File: config.mk
export PLATFORM = sky130hd
export DESIGN_NAME = fetch_exec_sequencer_flat
export DESIGN_NICKNAME = d
export VERILOG_FILES = /design/src/rtl/fetch_exec_sequencer_pkg.sv /design/src/rtl/fetch_exec_sequencer_if.sv /design/src/rtl/fetch_exec_sequencer_pc_counter.sv /design/src/rtl/fetch_exec_sequencer.sv /design/src/flat_wrapper.sv
export SDC_FILE = /design/constraint.sdc
export NUM_CORES = 1
export LEC_CHECK = 0
export CAP_MARGIN = 20
export CORE_ASPECT_RATIO = 0.8
export CORE_MARGIN = 2
export CORE_UTILIZATION = 38
export CTS_BUF_LIST = sky130_fd_sc_hd__clkbuf_8
export CTS_CLUSTER_SIZE = 28
export DETAILED_ROUTE_END_ITERATION = 6
export PLACE_DENSITY = 0.89
export SYNTH_ARGS = -nofsm -noshare
export SYNTH_HDL_FRONTEND = slang
export SYNTH_SLANG_ARGS = --single-unit
export TNS_END_PERCENT = 10
File: constraint.sdc
create_clock -name clk -period 2.3 [get_ports clk]
set_input_delay 0.23 -clock clk [delete_from_list [all_inputs] [get_ports clk]]
set_output_delay 0.23 -clock clk [all_outputs]
set_load 0.05 [all_outputs]
File: src/rtl/fetch_exec_sequencer_pkg.sv
// Shared types and constants for the fetch/execute sequencer.
// Optional feature macro used by the slice: SEQ_SINGLE_STEP_EN.
package seq_pkg;

    localparam int unsigned CTRL_W     = 13;
    localparam int unsigned ROM_ADDR_W = 7;

    // Control word bit positions
    localparam int unsigned CTRL_INC_PC     = 12;
    localparam int unsigned CTRL_LOAD_PC    = 11;
    localparam int unsigned CTRL_LOAD_A     = 10;
    localparam int unsigned CTRL_LOAD_FLAGS = 9;
    localparam int unsigned CTRL_ALU_SEL_HI = 8;
    localparam int unsigned CTRL_ALU_SEL_LO = 6;
    localparam int unsigned CTRL_CS_RAM     = 5;
    localparam int unsigned CTRL_WE_RAM     = 4;
    localparam int unsigned CTRL_OE_ALU     = 3;
    localparam int unsigned CTRL_OE_IN      = 2;
    localparam int unsigned CTRL_OE_OPRND   = 1;
    localparam int unsigned CTRL_LOAD_OUT   = 0;

    typedef enum logic [1:0] {
        ST_IDLE  = 2'd0,
        ST_REQ   = 2'd1,
        ST_FETCH = 2'd2,
        ST_EXEC  = 2'd3
    } seq_state_e;

    // Control ROM address: {opcode, carry, zero, phase}
    function automatic logic [ROM_ADDR_W-1:0] rom_addr_f(
        input logic [3:0] opcode,
        input logic       c,
        input logic       z,
        input logic       ph
    );
        return {opcode, c, z, ph};
    endfunction

endpackage

File: src/rtl/fetch_exec_sequencer_if.sv
// Bus bundle between the sequencer and program memory / control ROM / datapath.
// SEQ_SINGLE_STEP_EN adds the step strobe.
interface fetch_exec_sequencer_if
    import seq_pkg::*;
#(
    parameter int PC_W = 12,
    parameter int IR_W = 8
);
`ifdef SEQ_SINGLE_STEP_EN
    logic                  step;
`endif
    logic                  run;
    logic [IR_W-1:0]       prog_data;
    logic                  prog_valid;
    logic [PC_W-1:0]       jmp_target;
    logic                  alu_c;
    logic                  alu_z;
    logic [CTRL_W-1:0]     ctrl_word;
    logic                  prog_req;
    logic [PC_W-1:0]       pc_out;
    logic [ROM_ADDR_W-1:0] rom_addr;
    logic [3:0]            operand;
    logic [CTRL_W-1:0]     ctrl_out;
    logic                  phase;
    logic [1:0]            flags;
    logic                  busy;

    // Sequencer side
    modport master (
`ifdef SEQ_SINGLE_STEP_EN
        input  step,
`endif
        input  run, prog_data, prog_valid, jmp_target, alu_c, alu_z, ctrl_word,
        output prog_req, pc_out, rom_addr, operand, ctrl_out, phase, flags, busy
    );

    // Environment side (memory, ROM, datapath)
    modport slave (
`ifdef SEQ_SINGLE_STEP_EN
        output step,
`endif
        output run, prog_data, prog_valid, jmp_target, alu_c, alu_z, ctrl_word,
        input  prog_req, pc_out, rom_addr, operand, ctrl_out, phase, flags, busy
    );

endinterface

File: src/rtl/fetch_exec_sequencer_pc_counter.sv
// Program counter: synchronous reset, load beats increment, wraps modulo 2^W.
module pc_counter #(
    parameter int W = 12
) (
    input  logic         clk,
    input  logic         reset,
    input  logic         load_i,
    input  logic         inc_i,
    input  logic [W-1:0] load_val_i,
    output logic [W-1:0] pc_o
);

    logic [W-1:0] pc_q, pc_d;

    // Next PC: load has priority, increment wraps naturally at W bits
    always_comb begin
        pc_d = pc_q;
        if (load_i) begin
            pc_d = load_val_i;
        end else if (inc_i) begin
            pc_d = pc_q + W'(1);
        end
    end

    // PC register
    always_ff @(posedge clk) begin
        if (reset) begin
            pc_q <= '0;
        end else begin
            pc_q <= pc_d;
        end
    end

    assign pc_o = pc_q;

endmodule

File: src/rtl/fetch_exec_sequencer.sv
// Instruction sequencer: owns PC, IR, flags and fetch/execute phase, addresses
// the control ROM and applies its control word back onto its own registers.
// Optional single-step start input enabled by SEQ_SINGLE_STEP_EN.
module fetch_exec_sequencer
    import seq_pkg::*;
#(
    parameter int PC_W = 12,
    parameter int IR_W = 8
) (
    input logic                   clk,
    input logic                   reset,
    fetch_exec_sequencer_if.master bus
);

    seq_state_e        state_q, state_d;
    logic [IR_W-1:0]   ir_q, ir_d;
    logic              c_q, c_d;
    logic              z_q, z_d;
    logic [PC_W-1:0]   pc;
    logic              pc_load;
    logic              pc_inc;
    logic              in_fetch;
    logic              in_exec;
    logic              start;
    logic [CTRL_W-1:0] ctrl_act;

    // Phase decode, start condition and gated control word
    always_comb begin
        in_fetch = (state_q == ST_FETCH);
        in_exec  = (state_q == ST_EXEC);
`ifdef SEQ_SINGLE_STEP_EN
        start    = bus.run | bus.step;
`else
        start    = bus.run;
`endif
        ctrl_act = (in_fetch || in_exec) ? bus.ctrl_word : '0;
        pc_load  = in_exec & ctrl_act[CTRL_LOAD_PC];
        pc_inc   = ctrl_act[CTRL_INC_PC] & ~pc_load;
    end

    // Next-state, IR and flag update
    always_comb begin
        state_d = state_q;
        ir_d    = ir_q;
        c_d     = c_q;
        z_d     = z_q;
        unique case (state_q)
            ST_IDLE: begin
                if (start) begin
                    state_d = ST_REQ;
                end
            end
            ST_REQ: begin
                if (bus.prog_valid) begin
                    ir_d    = bus.prog_data;
                    state_d = ST_FETCH;
                end
            end
            ST_FETCH: begin
                state_d = ST_EXEC;
            end
            ST_EXEC: begin
                if (ctrl_act[CTRL_LOAD_FLAGS]) begin
                    c_d = bus.alu_c;
                    z_d = bus.alu_z;
                end
                state_d = bus.run ? ST_REQ : ST_IDLE;
            end
            default: begin
                state_d = ST_IDLE;
            end
        endcase
    end

    // State, IR and flag registers
    always_ff @(posedge clk) begin
        if (reset) begin
            state_q <= ST_IDLE;
            ir_q    <= '0;
            c_q     <= 1'b0;
            z_q     <= 1'b0;
        end else begin
            state_q <= state_d;
            ir_q    <= ir_d;
            c_q     <= c_d;
            z_q     <= z_d;
        end
    end

    pc_counter #(
        .W (PC_W)
    ) u_pc (
        .clk        (clk),
        .reset      (reset),
        .load_i     (pc_load),
        .inc_i      (pc_inc),
        .load_val_i (bus.jmp_target),
        .pc_o       (pc)
    );

    assign bus.prog_req = (state_q == ST_REQ);
    assign bus.pc_out   = pc;
    assign bus.rom_addr = rom_addr_f(ir_q[IR_W-1 -: 4], c_q, z_q, in_exec);
    assign bus.operand  = ir_q[3:0];
    assign bus.ctrl_out = ctrl_act;
    assign bus.phase    = in_exec;
    assign bus.flags    = {c_q, z_q};
    assign bus.busy     = in_fetch | in_exec;

endmodule

File: src/flat_wrapper.sv
// flat-port wrapper written by rule: the top's interface ports become plain ports
module fetch_exec_sequencer_flat import seq_pkg::*;
#(
    parameter int PC_W = 12,
    parameter int IR_W = 8
)
  (clk, reset, bus_run, bus_prog_data, bus_prog_valid, bus_jmp_target, bus_alu_c, bus_alu_z, bus_ctrl_word, bus_prog_req, bus_pc_out, bus_rom_addr, bus_operand, bus_ctrl_out, bus_phase, bus_flags, bus_busy);
  fetch_exec_sequencer_if #(.PC_W(PC_W), .IR_W(IR_W)) bus_i ();
  input logic clk;
  input logic reset;
  input wire logic [$bits(bus_i.run)-1:0] bus_run;
  input wire logic [$bits(bus_i.prog_data)-1:0] bus_prog_data;
  input wire logic [$bits(bus_i.prog_valid)-1:0] bus_prog_valid;
  input wire logic [$bits(bus_i.jmp_target)-1:0] bus_jmp_target;
  input wire logic [$bits(bus_i.alu_c)-1:0] bus_alu_c;
  input wire logic [$bits(bus_i.alu_z)-1:0] bus_alu_z;
  input wire logic [$bits(bus_i.ctrl_word)-1:0] bus_ctrl_word;
  output wire logic [$bits(bus_i.prog_req)-1:0] bus_prog_req;
  output wire logic [$bits(bus_i.pc_out)-1:0] bus_pc_out;
  output wire logic [$bits(bus_i.rom_addr)-1:0] bus_rom_addr;
  output wire logic [$bits(bus_i.operand)-1:0] bus_operand;
  output wire logic [$bits(bus_i.ctrl_out)-1:0] bus_ctrl_out;
  output wire logic [$bits(bus_i.phase)-1:0] bus_phase;
  output wire logic [$bits(bus_i.flags)-1:0] bus_flags;
  output wire logic [$bits(bus_i.busy)-1:0] bus_busy;
  assign bus_i.run = bus_run;
  assign bus_i.prog_data = bus_prog_data;
  assign bus_i.prog_valid = bus_prog_valid;
  assign bus_i.jmp_target = bus_jmp_target;
  assign bus_i.alu_c = bus_alu_c;
  assign bus_i.alu_z = bus_alu_z;
  assign bus_i.ctrl_word = bus_ctrl_word;
  assign bus_prog_req = bus_i.prog_req;
  assign bus_pc_out = bus_i.pc_out;
  assign bus_rom_addr = bus_i.rom_addr;
  assign bus_operand = bus_i.operand;
  assign bus_ctrl_out = bus_i.ctrl_out;
  assign bus_phase = bus_i.phase;
  assign bus_flags = bus_i.flags;
  assign bus_busy = bus_i.busy;
  fetch_exec_sequencer #(.PC_W(PC_W), .IR_W(IR_W)) u_core (.clk(clk), .reset(reset), .bus(bus_i));
endmodule
==> results <==
==> critical path, delay by kind of cell, from the launching register on <==
| family | cells | cell delay (ns) |
|---|---|---|
| flops | 1 | 0.40 |
| buf+inv | 1 | 0.88 |
| fa+ha+maj | 1 | 0.42 |
==> synth_stat cells, drive strengths merged, types with 5 or more instances <==
cell type / instances
nor2b: 12
nand3: 11
dfxtp: 24
a211oi: 10
clkbuf: 6
buf: 8
inv: 8
nor2: 13
nand2: 16
xor2: 5
ha: 6
a21oi: 10
==> state kept, by name, indices dropped and copies added (netlist names) <==
name	count
u_core.c_q	1
u_core.u_pc.pc_o	12
u_core.state_q	2
u_core.ir_q	8
u_core.z_q	1
==> power groups by stage <==
stage	clock [mW]	combinational, mW	sequential, mW
detailed placement	0	1.12	0.541
CTS	0.289	1.13	0.532
global placement	0	1.11	0.536
finish	0.287	1.13	0.532
floorplan	0	0.633	0.677
global route	0.304	1.20	0.542
==> logic make-up (layout without fill, tap and decap cells) <==
logic type                 Yosys count  count (layout)  share of synthesized area, %
and+or+nand+nor                     64              64                          25.7
DFF                                 24              24                          36.8
AOI/OAI and AO/OA                   31              31                          16.1
buffers and inverters               22              95                          8.14
xor gates and xnor gates             9               9                          6.03
adders and majority gates            6               6                          5.75
muxes                                2               2                          1.53
==> layer usage <==
layer	GRT usage (%)	wire length, µm
met5	0	0
met4	5.88	46
met3	3.05	269
met2	30.6	1570
met1	23.6	1480
==> through the flow <==
step	instance area, µm²	instances
global route	2130	273
CTS	2120	273
detailed placement	2070	269
global placement	2070	269
finish	2130	273
floorplan	1310	158
==> cell type report <==
type / count / area [µm²] / share of cell area [%]
Timing Repair Buffer: 83 / 786 / 37.0
Multi-Input combinational cell: 112 / 722 / 34.0
Sequential cell: 24 / 480 / 22.6
Clock buffer: 4 / 55.1 / 2.59
Tap cell: 42 / 52.6 / 2.47
Inverter: 8 / 30.0 / 1.41
==> worst max path at each step <==
stage,cells after the start,end
after floorplan,5,bus_ctrl_out[10]
after global placement,2,bus_rom_addr[0]
after detailed placement,5,u_core.u_pc.pc_o[7]$_SDFFE_PP0P_
after CTS,5,bus_ctrl_out[11]
after global routing,2,bus_phase
final,2,bus_phase
==> key figures <==
Outcome
  – Status: complete, no violations

STA
  – Final period util: 95.8%
  – Max Slew Vio Count: 0
  – WHS: 0.458 ns
  – Achievable Freq: 454 MHz
  – Fin worst setup slack: just under 0.1 ns
  – Worst slew pin tran: between 0.5 and 0.6 ns
  – Slew HR: between 60 and 70%
  – RSZ-0062 raised after global routing: no
  – Setup TNS: 0 ns
  – Final Setup Violations: 0
  – Clock Skews: 0.00172 ns
  – Final min period: 2.20 ns
  – Hold Fails Final Rpt: 0

Place
  – IO Port Bufs: just under 80
  – Routability cong.: a little over 0.8
  – DP Worst Slack: 0.390 ns
  – DP HPWL: 2620 µm

Global routing
  – First-pass GRT wire length: between 5000 and 6000 µm
  – Grt ovf: 0
  – Vias in the first global route: between 1000 and 1500
  – Tot GR Track Use: 18.1%
  – Initial antenna violation count: 0
  – Largest net degree at the start of global routing: 17

Die
  – Width of the die: 69.6 µm
  – Core ar.: 0.00335 mm²
  – Io pins: 80
  – Die area: 0.00393 mm²
  – Starting Density: 39.0%
  – DIE HEIGHT: approximately 56 µm
  – Row Count: 19

Pwr
  – Logic pwr share: approximately 58%
  – PnR Total Power: 1.95 mW
  – Switch share: 48.3%
  – LEAKAGE: 0.798 nW
  – PD cells: 915 mW/mm²
  – Internal power: a little over 1 mW
  – Maximum VDD drop: between 300 and 400 µV
  – Reg power frac: 27.3%
  – Clk pwr share: about 15%
  – P_sw: 939 µW

Worst setup path
  – Max incr delay on CP: about 0.88 ns
  – R2R cell count: 5
  – CP max stage cell: clkdlybuf4s50_1
  – Worst setup SP type: register
  – Crit. End Element: output pin
  – Req. time, crit path: 2.07 ns
  – Reg2Reg Setup Slack: 0.35 ns
  – Kind of critical path: reg -> out
  – Crit path max fanout: 11
  – Critical R2R Launch: u_core.state_q[1]$_SDFFE_PP0P_
  – Cell-by-cell trace of the critical path: ha_1 -> clkdlybuf4s50_1
  – R2r endpoint: u_core.u_pc.pc_o[7]$_SDFFE_PP0P_
  – Data arrival time of the worst path: about 2.0 ns
  – CP Launch Point: u_core.state_q[1]$_SDFFE_PP0P_

Clock network
  – Longest Clk Path Bufs: 2
  – Worst-Skew Late Latency: about 0.27 ns
  – Htree depth: 1
  – Inserted Clock Buffers: 3
  – CTS tree: done
  – CTS Root Cell: clkbuf_8
  – CTS clk-pin slew, worst paths: 0.08 ns
  – # hold bufs at CTS: 0
  – CTS Sinks: 24
  – Setup Buffers After CTS: 0
  – # resized after CTS: 0

Routing
  – DRT Pass-1 Iters: 4
  – 1st-iter DRT viols: 47
  – Vias/cell: 4.90
  – Residual DRC: 0
  – Aggregate routed wire length: 3370 µm
  – DR WL/cell: 12.3 µm
  – ANT nets after route: 0
  – Via count: between 1000 and 1500

Yosys
  – Area fraction of the dominant cell type after synthesis: 36.8%
  – Syn Inst Count: 158
  – Ranking of synthesized cells by area: dfxtp_1, ha_1, nor2b_1
  – Netlist cell types: 32
  – FFs w/ async S/R, synth: 0%
  – Post-synthesis sequential area ratio: 36.8%
  – Syn Nets: 203
  – Syn avg cell area: 8.27 µm²
  – Yosys top cell by area: dfxtp_1
  – FF+latch count, synth: 24
  – Synth warn: 0
  – Post-synthesis cell area: 0.00131 mm²
  – Number of flops mapped to enable cells by yosys: 0
  – Main synth FF type: dfxtp_1

Finish
  – Commonest non-fill, non-tap cell in the layout: clkdlybuf4s50_1
  – Core Util, Final: 63.4%
  – Area Overhead vs Synth: 62.7%
  – Antenna diodes: 0
  – Fill cells: 269
  – Fraction of layout cells with a size suffix above 1: between 10 and 15%
  – Nets: between 200 and 300
  – Most frequent cells in the layout: clkdlybuf4s50_1, dfxtp_1, buf_4

Min path
  – Worst Hold Path EP: u_core.ir_q[0]$_SDFFE_PP0P_
  – Hold Crit Class: reg -> reg
  – Worst hold path depth: 2
  – Worst hold start: u_core.ir_q[0]$_SDFFE_PP0P_

Job
  – Max Cap Viol: 0
Power figures use the tool's default switching activity.
